## src/rtl/s_countdown.sv

```systemverilog
// Seconds down-counter: loads a 0-9 digit and steps it toward zero once per TICK_DIV clocks.
// Start/pause/resume control; one-cycle done pulse on reaching zero. All state on negedge clk.
module s_countdown #(
    parameter int FREQUENCY = 24,
    parameter int TICK_DIV  = 24000
) (
    input  logic       clk,
    input  logic       res,
    input  logic       load,
    input  logic [3:0] preset,
    input  logic       start,
    input  logic       pause,
    output logic [3:0] s_num,
    output logic       running,
    output logic       done_p
);

    if (TICK_DIV < 2 || TICK_DIV > 2**25 || FREQUENCY < 1) begin : g_bad_param
        $error("s_countdown: illegal TICK_DIV/FREQUENCY");
    end

    typedef enum logic [1:0] {IDLE, RUN, PAUSE, DONE} state_t;

    localparam logic [24:0] TOP = 25'(TICK_DIV - 1);

    state_t      state_q, state_d;
    logic [3:0]  num_q, num_d;
    logic [24:0] con_q, con_d;
    logic        done_q, done_d;
    logic        run_q;
    logic        step;

    always_ff @(negedge clk or negedge res) begin
        if (!res) begin
            state_q <= IDLE;
            num_q   <= 4'd0;
            con_q   <= 25'd0;
            done_q  <= 1'b0;
            run_q   <= 1'b0;
        end else begin
            state_q <= state_d;
            num_q   <= num_d;
            con_q   <= con_d;
            done_q  <= done_d;
            run_q   <= (state_d == RUN);
        end
    end

    // A resume edge counts as a RUN edge, so a tick interrupted by pause is completed, not restarted.
    always_comb begin
        state_d = state_q;
        num_d   = num_q;
        con_d   = con_q;
        done_d  = 1'b0;
        step    = 1'b0;
        if (load) begin
            num_d   = (preset > 4'd9) ? 4'd9 : preset;
            con_d   = 25'd0;
            state_d = IDLE;
        end else begin
            case (state_q)
                IDLE: begin
                    if (start) begin
                        if (num_q == 4'd0) begin
                            state_d = DONE;
                            done_d  = 1'b1;
                        end else begin
                            state_d = RUN;
                            con_d   = 25'd0;
                        end
                    end
                end
                RUN: begin
                    if (pause) state_d = PAUSE;
                    else       step    = 1'b1;
                end
                PAUSE: begin
                    if (start && !pause) begin
                        state_d = RUN;
                        step    = 1'b1;
                    end
                end
                DONE:    num_d   = 4'd0;
                default: state_d = IDLE;
            endcase
        end
        if (step) begin
            if (con_q != TOP) begin
                con_d = con_q + 25'd1;
            end else begin
                con_d = 25'd0;
                if (num_q != 4'd0) num_d = num_q - 4'd1;
                if (num_q == 4'd1) begin
                    state_d = DONE;
                    done_d  = 1'b1;
                end
            end
        end
    end

    always_comb begin
        s_num   = num_q;
        running = run_q;
        done_p  = done_q;
    end

endmodule

```

## config.mk

```make
export PLATFORM = sky130hd
export DESIGN_NAME = s_countdown
export DESIGN_NICKNAME = d
export VERILOG_FILES = /design/src/rtl/s_countdown.sv
export SDC_FILE = /design/constraint.sdc
export NUM_CORES = 1
export LEC_CHECK = 0
export CORE_ASPECT_RATIO = 1.4
export CORE_MARGIN = 2
export CORE_UTILIZATION = 35
export CTS_CLUSTER_DIAMETER = 60
export CTS_CLUSTER_SIZE = 10
export DETAILED_ROUTE_END_ITERATION = 12
export GPL_ROUTABILITY_DRIVEN = 0
export SYNTH_ARGS = -nofsm -noshare
export SYNTH_HDL_FRONTEND = slang
export SYNTH_SLANG_ARGS = --single-unit
```

## constraint.sdc

```tcl
create_clock -name clk -period 2.1 [get_ports clk]
set_clock_uncertainty 0.1 [all_clocks]
set_input_delay 0.42 -clock clk [delete_from_list [all_inputs] [get_ports clk]]
set_output_delay 0.42 -clock clk [all_outputs]
set_load 0.02 [all_outputs]
```

==> results of run 1 <==
==> kinds of logic after synthesis <==
family,after synthesis,synth area share
mux,3,0.0144
compound gates,68,0.205
fa+ha+maj,8,0.0479
buf+inv,19,0.0497
simple gates,106,0.279
flops,33,0.395
xor+xnor,2,0.00839
==> routing by layer <==
| layer | routed length [microns] | share of wire | GRT usage |
|---|---|---|---|
| met5 | 0 | 0 | 0 |
| met4 | 82 | 0.014 | 0.0670 |
| met3 | 163 | 0.028 | 0.0307 |
| met2 | 3200 | 0.55 | 0.345 |
| met1 | 2410 | 0.41 | 0.197 |
==> worst paths after layout <==
| path | slack (ns) | depth (start not counted) | endpoint | from |
|---|---|---|---|---|
| worst min register to register | 0.34 | 1 | con_q[24]$_DFFE_NN0P_ | con_q[24]$_DFFE_NN0P_ |
| max in group asynchronous | 0.35 | 2 | con_q[5]$_DFFE_NN0P_ | res |
| worst min-delay path | 0.34 | 1 | con_q[24]$_DFFE_NN0P_ | con_q[24]$_DFFE_NN0P_ |
| worst max register to register | -0.02 | 8 | con_q[22]$_DFFE_NN0P_ | con_q[0]$_DFFE_NN0P_ |
| worst max-delay path | -0.42 | 8 | con_q[13]$_DFFE_NN0P_ | pause |
| min in group asynchronous | 1.33 | 2 | con_q[16]$_DFFE_NN0P_ | res |
==> power by group through the flow <==
stage	clock network [mW]	registers, mW	logic (mW)
finish	0.555	0.665	0.346
detailed placement	0	0.674	0.307
CTS	0.567	0.665	0.327
floorplan	0	0.695	0.139
global placement	0	0.674	0.301
global route	0.583	0.666	0.375
==> what timing repair did <==
item | CTS | global route
gates cloned | 0 | 2
setup buffers | 2 | 3
resized for setup | 70 | 9
setup endpoints to repair | 39 | 38
pin swaps | 5 | 10
==> critical path, cell delays in order <==
cell,delay [ns]
buf_6,0.09
nand2b_4,0.13
or3_4,0.35
a21oi_4,0.17
buf_12,0.14
clkbuf_16,0.15
nand4_1,0.10
mux2i_1,0.14
==> cell usage in the layout (no fill, tap or decap), types with 3 or more instances in the layout <==
cell / n
a21oi_1: 16
a31oi_1: 12
buf_12: 3
buf_4: 37
buf_6: 11
clkbuf_8: 7
clkdlybuf4s50_1: 3
dfrtn_1: 33
ha_1: 8
inv_1: 10
mux2i_1: 3
nand2_1: 33
nand2b_1: 3
nand3_1: 15
nand4_1: 12
nor2_1: 11
nor4_1: 6
o211ai_1: 5
o21ai_1: 11
o21ai_2: 3
==> metrics by stage <==
stage	utilization	setup TNS, ns
finish	0.498	-12.63
global route	0.498	-14.28
CTS	0.478	-11.37
detailed placement	0.446	-39.70
global placement	0.446	-38.81
floorplan	-	-15.15
==> cell type report <==
cell class / instances / area [sq um] / area share
clock buffer: 7 / 96.3 / 0.0332
sequential: 33 / 826 / 0.285
clock inverter: 1 / 5.00 / 0.00172
inverter: 10 / 37.5 / 0.0129
tap: 70 / 87.6 / 0.0302
timing repair buffer: 60 / 587 / 0.202
multi-input combinational: 187 / 1260 / 0.435
==> registers in the layout, indices dropped and copies added (netlist names) <==
register  flops
s_num         4
state_q       2
done_p        1
running       1
con_q        25
==> flow_summary.toml, run 1 <==
[route]
initialDrtViolationCount = 153
num_vias = 2095
drt_pass1_iterations = 4
routed_wirelength_microns = 5850
drc = 0
postRouteAntennaNets = 0
vias_per_cell = 5.69
wl_per_cell_microns = 15.9

[cells_and_area]
finalNonFillerCells = 368
nFillCells = 539
drive_gt1_frac = 0.302
area_growth_pct = 38.9
n_antenna_cell = 0
stdcell_area_sq_um = 2900
nets = 314

[floorplan]
num_rows = 33
die_x_microns = 69.3
ios = 15
core_sq_um = 5820
start_util = 0.359
fp.dieH_microns = 95.4
dieArea_sq_um = 6610

[logic_synthesis]
postSynthAreaPerCell_sq_um = 8.74
synth.most_common_cell = "nand2_1"
syn_nets = 256
synth.cells.most_frequent = "nand2_1, dfrtn_1, a21oi_1"
synth_top_cell_area_share = 0.395
synth-edff-count = 0
synth_warnings = 0
synth-seq-area-share = 0.395
yosys_register_bits = 33
synth_area_leaders = "dfrtn_1, nand2_1, ha_1, a21oi_1, nand3_1"
syn_inst = 239
synth_area_sq_um = 2090
yosysTopAreaCell = "dfrtn_1"
ys.flop_type = "dfrtn_1"
synthArstFlopShare = 1.00
ys_types = 47

[cts]
clock_sinks = 33
clockBufferDepth = 2
hold_buffers = 0
cts_tree = "done"
clk_pin_slew_ns = 0.06
clk_latency_ns = 0.30
numCtsBuffers = 5
cts_htree_levels = 2
cts-root-buf = "clkbuf_8"

[critical_path]
crit_path_start_kind = "input port"
cp.required_ns = 1.27
arrival_ns = 1.69
path_max_fanout = 8
endpoint_kind = "flip-flop"
worstSetupPathType = "input port to flip-flop"

[min_path]
hp-class = "flip-flop to flip-flop"

[placement]
dpl-instance-area_sq_um = 2590
preCtsSetupSlack_ns = -1.25
port_buffers = 14
dp_hpwl_microns = 3990
place_inst = 353

[power]
p_seq_frac = 0.425
internal_power_mw = 1.12
p_sw_mw = 0.444
power.density_nw_per_um2 = 540
pwr-share-comb = 0.221
power.total_mw = 1.57
leakage_nw = 1.22
ir_drop_mv = 0.247
switching_share = 0.283
p_clk_frac = 0.355

[global_route]
grt_max_degree = 34
antenna_found_initial = 0
overflow = 0
grt_pass1_vias = 2077
grt_pass1_wl_microns = 9530
grt_usage = 0.180

[outcome]
violations = "setup timing"
outcome = "finished, violations left"

[sta]
tightest_slew_ns = 0.406
drv_slew = 0
setup_slack_ns = -0.418
hold_viol_final = 0
whs_ns = 0.341
slew_headroom = 0.728
rsz0062_at_grt = "yes"
setup_viol = 38

[flow_run]
maxCapViolCount = 0
(Power assumes the default switching activity.)
==> run 2, diff against run 1 <==
--- a/config.mk
+++ b/config.mk
@@ -8,6 +8,7 @@
 export CORE_ASPECT_RATIO = 1.4
 export CORE_MARGIN = 2
 export CORE_UTILIZATION = 35
+export CTS_BUF_LIST = sky130_fd_sc_hd__clkbuf_8
 export CTS_CLUSTER_DIAMETER = 60
 export CTS_CLUSTER_SIZE = 10
 export DETAILED_ROUTE_END_ITERATION = 12
==> results of run 2 <==
No change in the layout: final DEF, timing and power equal those of run 1.
==> RTL edit (flow settings as in run 1) <==
Encoding of `state_t`: now Gray code (2 bits for 4 states).
--- a/src/rtl/s_countdown.sv
+++ b/src/rtl/s_countdown.sv
@@ -19,7 +19,7 @@
         $error("s_countdown: illegal TICK_DIV/FREQUENCY");
     end
 
-    typedef enum logic [1:0] {IDLE, RUN, PAUSE, DONE} state_t;
+    typedef enum logic [1:0] {IDLE = 2'b00, RUN = 2'b01, PAUSE = 2'b11, DONE = 2'b10} state_t;
 
     localparam logic [24:0] TOP = 25'(TICK_DIV - 1);
 
Check against the original RTL: same outputs for any inputs over 10 cycles, from zero or initial values; not proved beyond that.
==> RTL edit against run 1 <==
- critical path depth is 1 lower
- sequential cell count stayed put
- the run still ends with setup timing left
- synthesized area is 5.2% lower
- global-route usage is 3.1 points higher
- design area is 1.5% higher
- count of clock-buffer cells in the layout stayed put
- power is 0.99% higher
- wire length is 0.56% lower
- hold slack better by 29 ps
- largest power group unchanged
- die area is 4.9% lower
- non-clock buffer count is 9 higher
- setup slack worse by 58 ps
- largest cell class unchanged
==> RTL edit: results (changes against run 1) <==
final_net_count: 301  # -4.1%
dp_hpwl_mm: 3.78  # -5.3%
yosys-top-cells-count: "33 x dfrtn_1, 27 x nand2_1, 16 x a31oi_1, 16 x nand3_1, 16 x o21ai_0"
p_leak_nw: 1.28  # +4.8%
ir_drop_uv: 353  # +43%
crit_arrival_ps: 1740  # +50 ps
largest_reg_flops: 25  # unchanged
p_sw_w: 0.000444  # about the same
hold_class: "reg -> reg"
p_comb_w: 0.000356  # +3%
dr.pass1.iters: 4  # unchanged
syn_nets: 233  # -9.0%
ff2ff_setup_slack_ps: -140  # -120 ps
synthMuxAreaShare: 0.0101  # -0.00427
setup_ws_ps: -475  # -57.9 ps
tns_ps: -13470  # -836 ps
port_buffers: 14  # unchanged
crit_path_max_fanout: 6  # -2
hold_depth: 1  # unchanged
synthAdderAreaFrac: 0.0190  # -0.0290
finalSetupViolations: 39  # +2.6%
vias_per_cell: 5.65  # -0.69%
crit_family: "compound AO/OA/AOI/OAI gates"
outcome: "finished, violations left"
tightest_slew_ps: 469  # +63.1 ps
clk_root_buffer_cell: "clkbuf_8"
ys_top_cells_by_area: "dfrtn_1 42%, nand2_1 5.1%, a31oi_1 5.1%, nand3_1 4.0%, o21ai_0 4.0%"
grt_use_total: 0.211  # +0.0313
top_register: "con_q"
ys_warn_count: 0  # unchanged
drive_gt1_frac: 0.390  # +0.0876
yosysSeqAreaShare: 0.417  # +0.0215
synth-compound-area-share: 0.221  # +0.0162
routed_wl_mm: 5.82  # -0.56%
pg_clk_w: 0.000542  # -2%
intPower_w: 0.00114  # +1.4%
min_from: "con_q[11]$_DFFE_NN0P_"
violations: "setup timing"
antenna_found_initial: 0  # unchanged
crit_slowest_cell: "or3_1"
timing.rr.start: "con_q[1]$_DFFE_NN0P_"
grt_pass1_vias: 2097  # +0.96%
slowest_delay_ps: 340
fill_cells: 475  # -12%
r2r_cells: 8  # unchanged
grt_pass1_wl_mm: 10.1  # +5.6%
reg2reg_to: "con_q[8]$_DFFE_NN0P_"
min_to: "con_q[11]$_DFFE_NN0P_"
drtIter0Drc: 57  # -63%
synth_xor_area_frac: 0.0221  # +0.0137
==> RTL edit: timing repair <==
| item | CTS | global route |
|---|---|---|
| pin swaps | 13 | 8 |
| setup buffers | 10 | 2 |
| gates resized for setup | 77 | 20 |
| gates cloned | 4 | 0 |
| endpoints found under the setup margin | 39 | 39 |
==> RTL edit: per-layer routing <==
layer  global-route usage  vias to the layer above  share of wire
li1                     -                      964              -
met1                0.250                      996           0.40
met2                0.364                       50           0.54
met3               0.0373                       14          0.031
met4               0.0901                        0          0.027
met5                    0                        -              0
==> RTL edit: cells by family (layout without fill, tap and decap cells) <==
family | Yosys count | in the layout
buffers and inverters | 19 | 86
adder cells (fa/ha/maj) | 3 | 3
flip-flops | 33 | 33
multiplexers | 2 | 2
XOR/XNOR | 5 | 5
AND/OR/NAND/NOR | 93 | 93
AO/OA/AOI/OAI | 66 | 68
==> RTL edit: metrics by stage <==
step	std cells	worst slack, ps	hold slack, ps	cell area (sq um)
finish	358	-475	370	2940
global route	358	-492	402	2940
CTS	357	-486	369	2890
detailed placement	335	-1100	371	2520
global placement	335	-1060	362	2520
floorplan	221	-598	331	2030
==> RTL edit: final cells by class <==
type                    instances  area, sq um  share of cell area
multi-input cells             171         1240               0.423
flip-flops and latches         33          826               0.280
repair buffers                 69          653               0.222
clock buffers                   7         96.3              0.0327
well taps                      68         85.1              0.0289
inverters                       9         33.8              0.0115
clock inverters                 1         5.00             0.00170
